===== config.mk =====
export PLATFORM = sky130hd
export DESIGN_NAME = note_poly_prio
export DESIGN_NICKNAME = d
export VERILOG_FILES = /design/src/rtl/note_poly_prio.sv
export SDC_FILE = /design/constraint.sdc
export NUM_CORES = 1
export LEC_CHECK = 0
export ABC_AREA = 0
export CORE_MARGIN = 1.5
export CORE_UTILIZATION = 45
export CTS_CLUSTER_SIZE = 25
export DETAILED_ROUTE_END_ITERATION = 7
export DONT_BUFFER_PORTS = 1
export GPL_TIMING_DRIVEN = 0
export SETUP_SLACK_MARGIN = 0.3
export SLEW_MARGIN = 10
export SYNTH_ARGS = -nofsm -noshare
export SYNTH_HDL_FRONTEND = slang
export SYNTH_SLANG_ARGS = --single-unit

===== constraint.sdc =====
create_clock -name clk -period 14.5 [get_ports clk]
set_input_delay 2.9 -clock clk [delete_from_list [all_inputs] [get_ports clk]]
set_output_delay 2.9 -clock clk [all_outputs]
set_load 0.02 [all_outputs]

===== src/rtl/note_poly_prio.sv =====
`default_nettype none
// ============================================================================
// Module      : note_poly_prio
// Description : Monophonic note-priority allocator. Keeps an insertion-ordered
//               list of held notes {note, vel} and selects one for the mono
//               voice using highest, lowest or last-note priority. Handles
//               re-strikes (move to newest) and steals the oldest entry when
//               the list is full. One event is processed at a time through a
//               sequential SCAN / SHIFT / INSERT / EVAL / COMMIT walk.
// Ports       : clk        - system clock, rising edge
//               rst        - asynchronous active-low reset
//               note_on    - key-press strobe (1 cycle)
//               note_off   - key-release strobe (1 cycle)
//               note       - key number, valid with a strobe
//               vel        - velocity, valid with note_on
//               mode       - 0 highest, 1 lowest, 2/3 last
//               out_note   - selected note (0 while gate is low)
//               out_vel    - selected velocity (0 while gate is low)
//               out_gate   - high while at least one note is held
//               out_retrig - 1-cycle envelope restart request
//               busy       - high while an event is in flight
//               dropped    - 1-cycle pulse when a strobe is ignored
//               overflow   - 1-cycle pulse when the oldest note is stolen
// Revision    : 1.0 - initial release
// ============================================================================
module note_poly_prio #(
    parameter int MAX_NOTES = 32,
    parameter int VEL_W     = 7
) (
    input  logic             clk,
    input  logic             rst,
    input  logic             note_on,
    input  logic             note_off,
    input  logic [6:0]       note,
    input  logic [VEL_W-1:0] vel,
    input  logic [1:0]       mode,
    output logic [6:0]       out_note,
    output logic [VEL_W-1:0] out_vel,
    output logic             out_gate,
    output logic             out_retrig,
    output logic             busy,
    output logic             dropped,
    output logic             overflow
);

    localparam int CNT_W = $clog2(MAX_NOTES + 1);
    localparam int IDX_W = $clog2(MAX_NOTES);

    localparam logic [CNT_W-1:0] C_FULL = CNT_W'(MAX_NOTES);
    localparam logic [CNT_W-1:0] C_ONE  = CNT_W'(1);
    localparam logic [CNT_W-1:0] C_TWO  = CNT_W'(2);

    typedef enum logic [2:0] {
        S_IDLE   = 3'd0,
        S_SCAN   = 3'd1,
        S_SHIFT  = 3'd2,
        S_INSERT = 3'd3,
        S_EVAL   = 3'd4,
        S_COMMIT = 3'd5
    } state_t;

    // ------------------------------------------------------------------------
    // Registers
    // ------------------------------------------------------------------------
    logic [6:0]       r_mem_note [MAX_NOTES];
    logic [VEL_W-1:0] r_mem_vel  [MAX_NOTES];

    state_t           r_state;
    logic [CNT_W-1:0] r_count;
    logic [CNT_W-1:0] r_idx;
    logic             r_found;
    logic [CNT_W-1:0] r_fidx;
    logic [6:0]       r_lnote;
    logic [VEL_W-1:0] r_lvel;
    logic [1:0]       r_lmode;
    logic             r_is_on;
    logic             r_steal;
    logic [6:0]       r_best_note;
    logic [VEL_W-1:0] r_best_vel;

    logic [6:0]       r_out_note;
    logic [VEL_W-1:0] r_out_vel;
    logic             r_out_gate;
    logic             r_retrig;
    logic             r_busy;
    logic             r_dropped;
    logic             r_overflow;

    // ------------------------------------------------------------------------
    // Combinational helpers
    // ------------------------------------------------------------------------
    logic [6:0]       w_rd_note;
    logic [VEL_W-1:0] w_rd_vel;
    logic [CNT_W-1:0] w_idx_p1;
    logic             w_at_last;
    logic             w_match;
    logic             w_found;
    logic [CNT_W-1:0] w_fidx;
    logic             w_rm_needed;
    logic [CNT_W-1:0] w_rm_idx;
    state_t           w_after_rm;
    logic             w_better;
    logic             w_we;
    logic [IDX_W-1:0] w_widx;
    logic [6:0]       w_wnote;
    logic [VEL_W-1:0] w_wvel;
    logic             w_strobe;

    assign w_strobe  = note_on | note_off;
    assign w_rd_note = r_mem_note[r_idx[IDX_W-1:0]];
    assign w_rd_vel  = r_mem_vel[r_idx[IDX_W-1:0]];
    assign w_idx_p1  = r_idx + C_ONE;
    assign w_at_last = (r_idx == (r_count - C_ONE));

    // The match on the entry under the scan pointer this cycle must be folded
    // in, since the final SCAN cycle decides the next state immediately.
    assign w_match   = (r_count != '0) && (w_rd_note == r_lnote);
    assign w_found   = r_found | w_match;
    assign w_fidx    = w_match ? r_idx : r_fidx;

    // A note_on that misses on a full list steals the oldest entry (index 0).
    assign w_rm_needed = w_found || (r_is_on && (r_count == C_FULL));
    assign w_rm_idx    = w_found ? w_fidx : '0;
    assign w_after_rm  = r_is_on ? S_INSERT : S_EVAL;

    // Priority comparison for the running best during EVAL. Notes in the list
    // are unique, so strict comparisons never tie. Last-note simply keeps
    // overwriting, ending on index count-1.
    always_comb begin
        w_better = 1'b1;
        case (r_lmode)
            2'd0:    w_better = (w_rd_note > r_best_note);
            2'd1:    w_better = (w_rd_note < r_best_note);
            default: w_better = 1'b1;
        endcase
    end

    // List write port: SHIFT pulls entry i+1 down into i, INSERT appends.
    always_comb begin
        w_we    = 1'b0;
        w_widx  = '0;
        w_wnote = '0;
        w_wvel  = '0;
        if (r_state == S_SHIFT) begin
            w_we    = 1'b1;
            w_widx  = r_idx[IDX_W-1:0];
            w_wnote = r_mem_note[w_idx_p1[IDX_W-1:0]];
            w_wvel  = r_mem_vel[w_idx_p1[IDX_W-1:0]];
        end else if (r_state == S_INSERT) begin
            w_we    = 1'b1;
            w_widx  = r_count[IDX_W-1:0];
            w_wnote = r_lnote;
            w_wvel  = r_lvel;
        end
    end

    // List storage has no reset: entries at or above count are never read.
    always_ff @(posedge clk) begin
        if (w_we) begin
            r_mem_note[w_widx] <= w_wnote;
            r_mem_vel[w_widx]  <= w_wvel;
        end
    end

    // ------------------------------------------------------------------------
    // Control FSM and registered outputs
    // ------------------------------------------------------------------------
    always_ff @(posedge clk or negedge rst) begin
        if (!rst) begin
            r_state     <= S_IDLE;
            r_count     <= '0;
            r_idx       <= '0;
            r_found     <= 1'b0;
            r_fidx      <= '0;
            r_lnote     <= '0;
            r_lvel      <= '0;
            r_lmode     <= '0;
            r_is_on     <= 1'b0;
            r_steal     <= 1'b0;
            r_best_note <= '0;
            r_best_vel  <= '0;
            r_out_note  <= '0;
            r_out_vel   <= '0;
            r_out_gate  <= 1'b0;
            r_retrig    <= 1'b0;
            r_busy      <= 1'b0;
            r_dropped   <= 1'b0;
            r_overflow  <= 1'b0;
        end else begin
            r_retrig   <= 1'b0;
            r_overflow <= 1'b0;
            r_dropped  <= (r_state != S_IDLE) && w_strobe;

            case (r_state)
                S_IDLE: begin
                    if (w_strobe) begin
                        r_lnote   <= note;
                        r_lvel    <= vel;
                        r_lmode   <= mode;
                        r_is_on   <= note_on;
                        // Simultaneous on/off: the on wins, the off is lost.
                        r_dropped <= note_on & note_off;
                        r_idx     <= '0;
                        r_found   <= 1'b0;
                        r_fidx    <= '0;
                        r_steal   <= 1'b0;
                        r_busy    <= 1'b1;
                        r_state   <= S_SCAN;
                    end
                end

                S_SCAN: begin
                    if ((r_count == '0) || w_at_last) begin
                        if (w_rm_needed) begin
                            r_steal <= r_is_on && !w_found;
                            if (w_rm_idx == (r_count - C_ONE)) begin
                                // Removing the newest entry needs no shifting.
                                r_count <= r_count - C_ONE;
                                r_idx   <= '0;
                                r_state <= w_after_rm;
                            end else begin
                                r_idx   <= w_rm_idx;
                                r_state <= S_SHIFT;
                            end
                        end else if (r_is_on) begin
                            r_state <= S_INSERT;
                        end else begin
                            // Release of a note that is not held: no effect.
                            r_busy  <= 1'b0;
                            r_state <= S_IDLE;
                        end
                    end else begin
                        r_found <= w_found;
                        r_fidx  <= w_fidx;
                        r_idx   <= w_idx_p1;
                    end
                end

                S_SHIFT: begin
                    if (r_idx == (r_count - C_TWO)) begin
                        r_count <= r_count - C_ONE;
                        r_idx   <= '0;
                        r_state <= w_after_rm;
                    end else begin
                        r_idx <= w_idx_p1;
                    end
                end

                S_INSERT: begin
                    r_count    <= r_count + C_ONE;
                    r_overflow <= r_steal;
                    r_idx      <= '0;
                    r_state    <= S_EVAL;
                end

                S_EVAL: begin
                    if (r_count == '0) begin
                        r_best_note <= '0;
                        r_best_vel  <= '0;
                        r_state     <= S_COMMIT;
                    end else begin
                        if ((r_idx == '0) || w_better) begin
                            r_best_note <= w_rd_note;
                            r_best_vel  <= w_rd_vel;
                        end
                        if (w_at_last) begin
                            r_state <= S_COMMIT;
                        end else begin
                            r_idx <= w_idx_p1;
                        end
                    end
                end

                S_COMMIT: begin
                    if (r_count != '0) begin
                        r_out_gate <= 1'b1;
                        r_out_note <= r_best_note;
                        r_out_vel  <= r_best_vel;
                        r_retrig   <= !r_out_gate
                                   || (r_best_note != r_out_note)
                                   || (r_is_on && (r_best_note == r_lnote));
                    end else begin
                        r_out_gate <= 1'b0;
                        r_out_note <= '0;
                        r_out_vel  <= '0;
                    end
                    r_busy  <= 1'b0;
                    r_state <= S_IDLE;
                end

                default: begin
                    r_busy  <= 1'b0;
                    r_state <= S_IDLE;
                end
            endcase
        end
    end

    assign out_note   = r_out_note;
    assign out_vel    = r_out_vel;
    assign out_gate   = r_out_gate;
    assign out_retrig = r_retrig;
    assign busy       = r_busy;
    assign dropped    = r_dropped;
    assign overflow   = r_overflow;

endmodule
`default_nettype wire


# == After elaboration in Yosys (flattened, before gate mapping) ==
# Memories as Yosys holds them, arrays and structs flattened.
# Cells that the tools add are included.
# word_totals
reg_bits,73
latch_bits,0
mem_count,2
out_inout_bits,19
rom_bits,0
inputBits,20
elab_cells,148
mem_bits_rw,448
# memory_table
memory,depth,width,read_ports,rd_ports_with_merged_regs,write_ports,line,source
r_mem_note,32,7,2,0,1,65,logic [6:0] r_mem_note [MAX_NOTES];
r_mem_vel,32,7,2,0,1,66,logic [VEL_W-1:0] r_mem_vel [MAX_NOTES];
# classes
bitwise,4
reduce_logical,31
magnitude_cmp,2
eq_ne,25
shifts,0
div_mod_pow,0
mux,61
multipliers,0
n_addsub,4
# ops
operator,n
2-to-1 mux 6 bit,14
2-to-1 mux 7 bit,10
case mux 6 bit (5 select lines),1
2-to-1 mux 3 bit,8
equality test 6 bit,3
2-to-1 mux 1 bit,18
inequality test 2 bit (second input constant),9
case mux 6 bit (3 select lines),1
case mux 3 bit (5 select lines),1
AND reduction 5 bit,3
equality test 7 bit,2
adder 6 x 1 -> 6 bit (second input constant),2
zero test 6 bit,2
case mux 6 bit (2 select lines),1
2-to-1 mux 5 bit,2
AND reduction 4 bit,2
> comparator 7 bit,1
< comparator 7 bit,1
inequality test 7 bit,1
equality test 3 x 2 -> 1 bit (second input constant),2
equality test 3 bit (second input constant),2
equality test 6 bit (second input constant),1
inequality test 3 bit (second input constant),2
case mux 1 bit (2 select lines),3
22 further kinds,35

# == Longest topological paths before layout ==
# An unclocked memory read counts as a cell.
# depth
word_depth,10
depth_mapped,20
ltp_nobuf,15

# == Least setup slack after synthesis ==
# Ideal clock, no wire load.
# synth_path
kind,flip-flop to flip-flop
start,register r_idx[0]
end,memory r_mem_vel[0][0] (data pin)
required_ns,14.149
setup_time_ns,0.351
period_less_slack_ns,5.732
path_slack_ns,8.768
arrival_time_ns,5.381
path_stages_with_launch,21
path_buffers,12
cell_sequence,dfrtp_1 buf_6 buf_6 buf_4 buf_2 buf_2 buf_2 buf_2 buf_2 inv_1 ha_1 clkbuf_1 buf_1 clkbuf_1 clkbuf_1 mux4_2 mux4_2 mux2i_1 nor2_1 a21oi_1 nor2_1
# synth_between
elab_chain_len,3
# synth_lines
item,line,source
"start, declared",70,logic [CNT_W-1:0] r_idx;
"start signal, assigned",222,r_idx <= w_rm_idx;
"start signal, assigned",235,r_idx <= w_idx_p1;
"start signal, assigned",245,r_idx <= w_idx_p1;
adder 6 x 1 -> 6 bit,112,assign w_idx_p1 = r_idx + C_ONE;
memory read (32 x 7 bit),-,
2-to-1 mux 7 bit,144,if (r_state == S_SHIFT) begin
net w_wvel[0],106,logic [VEL_W-1:0] w_wvel;
"end, declared",66,
# The timed path passes the listed nets, and every way through them passes these cells.

# == Worst setup path after layout ==
# layout_path
start,register r_idx[0]
end,memory r_mem_vel[29][4] (data pin)
# The elaborated chain is that of the path after synthesis.

==> results.cfg <==
[status]
outcome = completed

[logic_synthesis]
synth.yosys.warnings = 0
syn-num-nets = 1593
synth.yosys.seq_area_share_pct = 60.2
register_bit_count_reported_by_yosys = 521
dominantRegCellSynth = sky130_fd_sc_hd__edfxtp_1
syn-cell-area_um2 = 25400
per_instance_average_area_after_synthesis_um2 = 16.3
post_synth_inst_count = 1559
synth.lib_cells_used.distinct = 68
synth-edff-count = 448
asyncSetResetFlopFracSynth_pct = 14.0

[timing]
fin_worst_hold_slack_ns = 0.493
report.final.setup_viol = 0
fin_tns_setup_ns = 0
slew_headroom_pct = 9.39
layout_worst_path_cycle_share_pct = 60.8
tightestPinTransition_ns = 1.36
timing.final.hold_violations = 0
setup_repair_after_global_routing_missed_its_margin = false
finalWorstPathRequiredPeriod_ns = 8.82
worst_clock_skew_ns = 0.0164
fmax_ghz = 0.113
report.final.slew_viol_count = 0
postLayoutSetupSlackWorst_ns = 5.68

[finish]
area_delta_synth_final_pct = 14.1
finalInstanceArea_um2 = 29000
end_of_flow_core_utilization_pct = 52.3
post_layout_instance_count_excluding_filler_cells = 2447
fin_nets = 1690
drive_above_1_share_pct = 26.9

[grt]
overflow = 0
grt_start_max_net_pins = 74
grt_pass1_vias = 15900
global_route.usage.total_pct = 27.8
antenna_found_initial = 2
wire_length_of_the_first_global_routing_pass_um = 113000

[setup_path]
worst_setup_path_start_kind = flip-flop
critPathKind = flip-flop to flip-flop
crit_path_cell_trace = buf_6 > buf_6 > buf_4 > buf_2 > buf_2 > buf_2 > buf_2 > buf_2 > inv_1 > ha_1 > clkbuf_1 > buf_1 > clkbuf_1 > clkbuf_1 > mux4_2 > mux4_2 > mux2i_1 > nor2_1 > a21oi_1 > nor2_2 > buf_8
cp_data_required_time_ns = 14.85
worst_path_largest_cell_delay_ns = 0.99
critical_path.endpoint_type = flip-flop
critical_path.slowest_cell = sky130_fd_sc_hd__clkbuf_1
critical-path-top-cell-by-count = sky130_fd_sc_hd__buf_2
worstPathArrival_ns = 9.17
path_max_fanout = 22

[clock_tree]
ctsLongestPathBuffers = 3
worst_setup_hold_path_clk_slew_ns = 0.06
cts.sink_count = 521
clk_latency_ns = 0.62
cts_setup_buffers = 0
cts_hold_buffers = 0
numCtsBuffers = 54
cts.root.buffer_cell = sky130_fd_sc_hd__clkbuf_16
clock_tree_from_tritoncts = done
cts_repair_resizes = 0
clock_tree.htree_level_count = 2

[power_and_ir_drop]
power_report.internal_total_mw = 3.62
ratio_of_total_power_to_cell_area_nw_per_um2 = 199
vdd_ir_drop_max_uv = 125
leakage_nw = 9.68
power.total_mw = 5.76
switching_share_pct = 37.1
clockPowerShare_pct = 24.0
power.share.sequential_pct = 33.5
total_switching_power_mw = 2.14
pwr-share-comb_pct = 42.5

[drt]
routed_wire_length_per_instance_um = 32.1
drc = 0
detail_route.vias_per_cell = 6.55
via_count = 16000
dr.first_iter.drc_count = 2155
dr.pass1.iters = 6
wirelength_um = 78500
detail-route-antenna-nets = 0

[die]
core_um2 = 55400
die_h_um = 241
fp.dieArea_um2 = 57800
io-pin-count = 39
initial_core_util_pct = 45.8
placement_rows = 86
dieWidth_um = 241

[placed_design]
dp.cells = 2348
dp_slack_ns = 5.84
placer_congestion = 0.911
io_buffers = 0
detailed_place_hpwl_um = 54600
post_dp_cell_area_um2 = 27200

[hold_path]
worst_hold_path_type = flip-flop to flip-flop

[job]
cap_violations = 0
==> logic make-up (layout without fill, tap and decap cells) <==
logic type                 Yosys count  count (layout)  synth area share [%]
AOI/OAI and AO/OA                  171             171                  4.55
xor gates and xnor gates            46              46                  1.70
adders and majority gates           14              14                 0.690
buffers and inverters              130             269                  2.26
DFF                                521             521                  60.2
muxes                              347             347                  24.6
other                                0               1                     0
and+or+nand+nor                    330             330                  6.00
==> synthesized netlist by cell type, drive strengths merged (7+ instances only) <==
library cell / number / area share [%]
a21oi: 35 / 0.69
a22oi: 28 / 0.83
and3: 7 / 0.17
buf: 59 / 1.2
clkbuf: 48 / 0.71
dfrtp: 73 / 7.2
edfxtp: 448 / 53
ha: 14 / 0.69
inv: 21 / 0.31
mux2: 17 / 0.75
mux2i: 110 / 4.3
mux4: 220 / 20
nand2: 119 / 1.8
nand2b: 7 / 0.17
nand3: 33 / 0.65
nand4: 14 / 0.35
nor2: 93 / 1.4
nor2b: 13 / 0.32
nor3: 20 / 0.39
o21ai: 41 / 0.81
o221ai: 11 / 0.38
o22ai: 7 / 0.17
o31ai: 10 / 0.37
xnor2: 32 / 1.1
xor2: 12 / 0.41
==> final cells by class <==
type                            instances  area, um2
Antenna cell                            1       2.50
Buffer                                107        493
Clock buffer                           75       1580
Clock inverter                         23        166
Fill cell                            4450      26400
Inverter                               23       86.3
Multi-Input combinational cell        908       9670
Sequential cell                       521      15300
Tap cell                              748        936
Timing Repair Buffer                   41        753
==> layout by cell type (no fill, tap or decap), drive strengths merged, types with 20 or more instances in the layout <==
master / netlist / final
a21oi: 35 / 35
a22oi: 28 / 28
buf: 59 / 99
clkbuf: 48 / 124
dfrtp: 73 / 73
edfxtp: 448 / 448
inv: 21 / 23
mux2i: 110 / 110
mux4: 220 / 220
nand2: 119 / 119
nand3: 33 / 33
nor2: 93 / 93
nor3: 20 / 20
o21ai: 41 / 41
xnor2: 32 / 32
==> worst paths after layout <==
| check | cells past startpoint | start | end | slack (ns) |
|---|---|---|---|---|
| max in group asynchronous | 0 | rst | r_lmode[0] | 12.40 |
| setup reg to reg | 21 | r_idx[0] | r_mem_vel[29][4] | 5.68 |
| hold reg to reg | 2 | r_lvel[4] | r_lvel[4] | 0.49 |
| min in group asynchronous | 0 | rst | r_lnote[3] | 1.97 |
| hold / removal | 2 | r_lvel[4] | r_lvel[4] | 0.49 |
| setup / recovery | 21 | r_idx[0] | r_mem_vel[29][4] | 5.68 |
==> flip-flops by register name (all words and copies together) (netlist names), 7 cells and up <==
register / count
r_best_vel: 7
r_lnote: 7
r_best_note: 7
out_vel: 7
r_mem_note: 224
r_lvel: 7
r_mem_vel: 224
out_note: 7
==> worst max-delay path, delay by kind of cell, from the launching register on <==
kind                       cells  cell delay (ns)
AOI/OAI and AO/OA              1             0.18
muxes                          3             1.22
and+or+nand+nor                2             0.21
buffers and inverters         14             6.15
DFF                            1             0.42
adders and majority gates      1             0.31
==> power groups by stage <==
stage	Sequential, mW	Clock [mW]	Combinational [mW]
finish	1.93	1.38	2.45
global route	1.94	1.45	2.59
CTS	1.93	1.40	2.43
detailed placement	1.96	0	2.42
global placement	1.96	0	2.34
floorplan	1.93	0	1.63
==> metal layers <==
metal | track usage, % | wire [um]
met1 | 38.7 | 31200
met2 | 43.2 | 36300
met3 | 6.23 | 8090
met4 | 9.97 | 2900
met5 | 0 | 13
(Power assumes the default switching activity.)
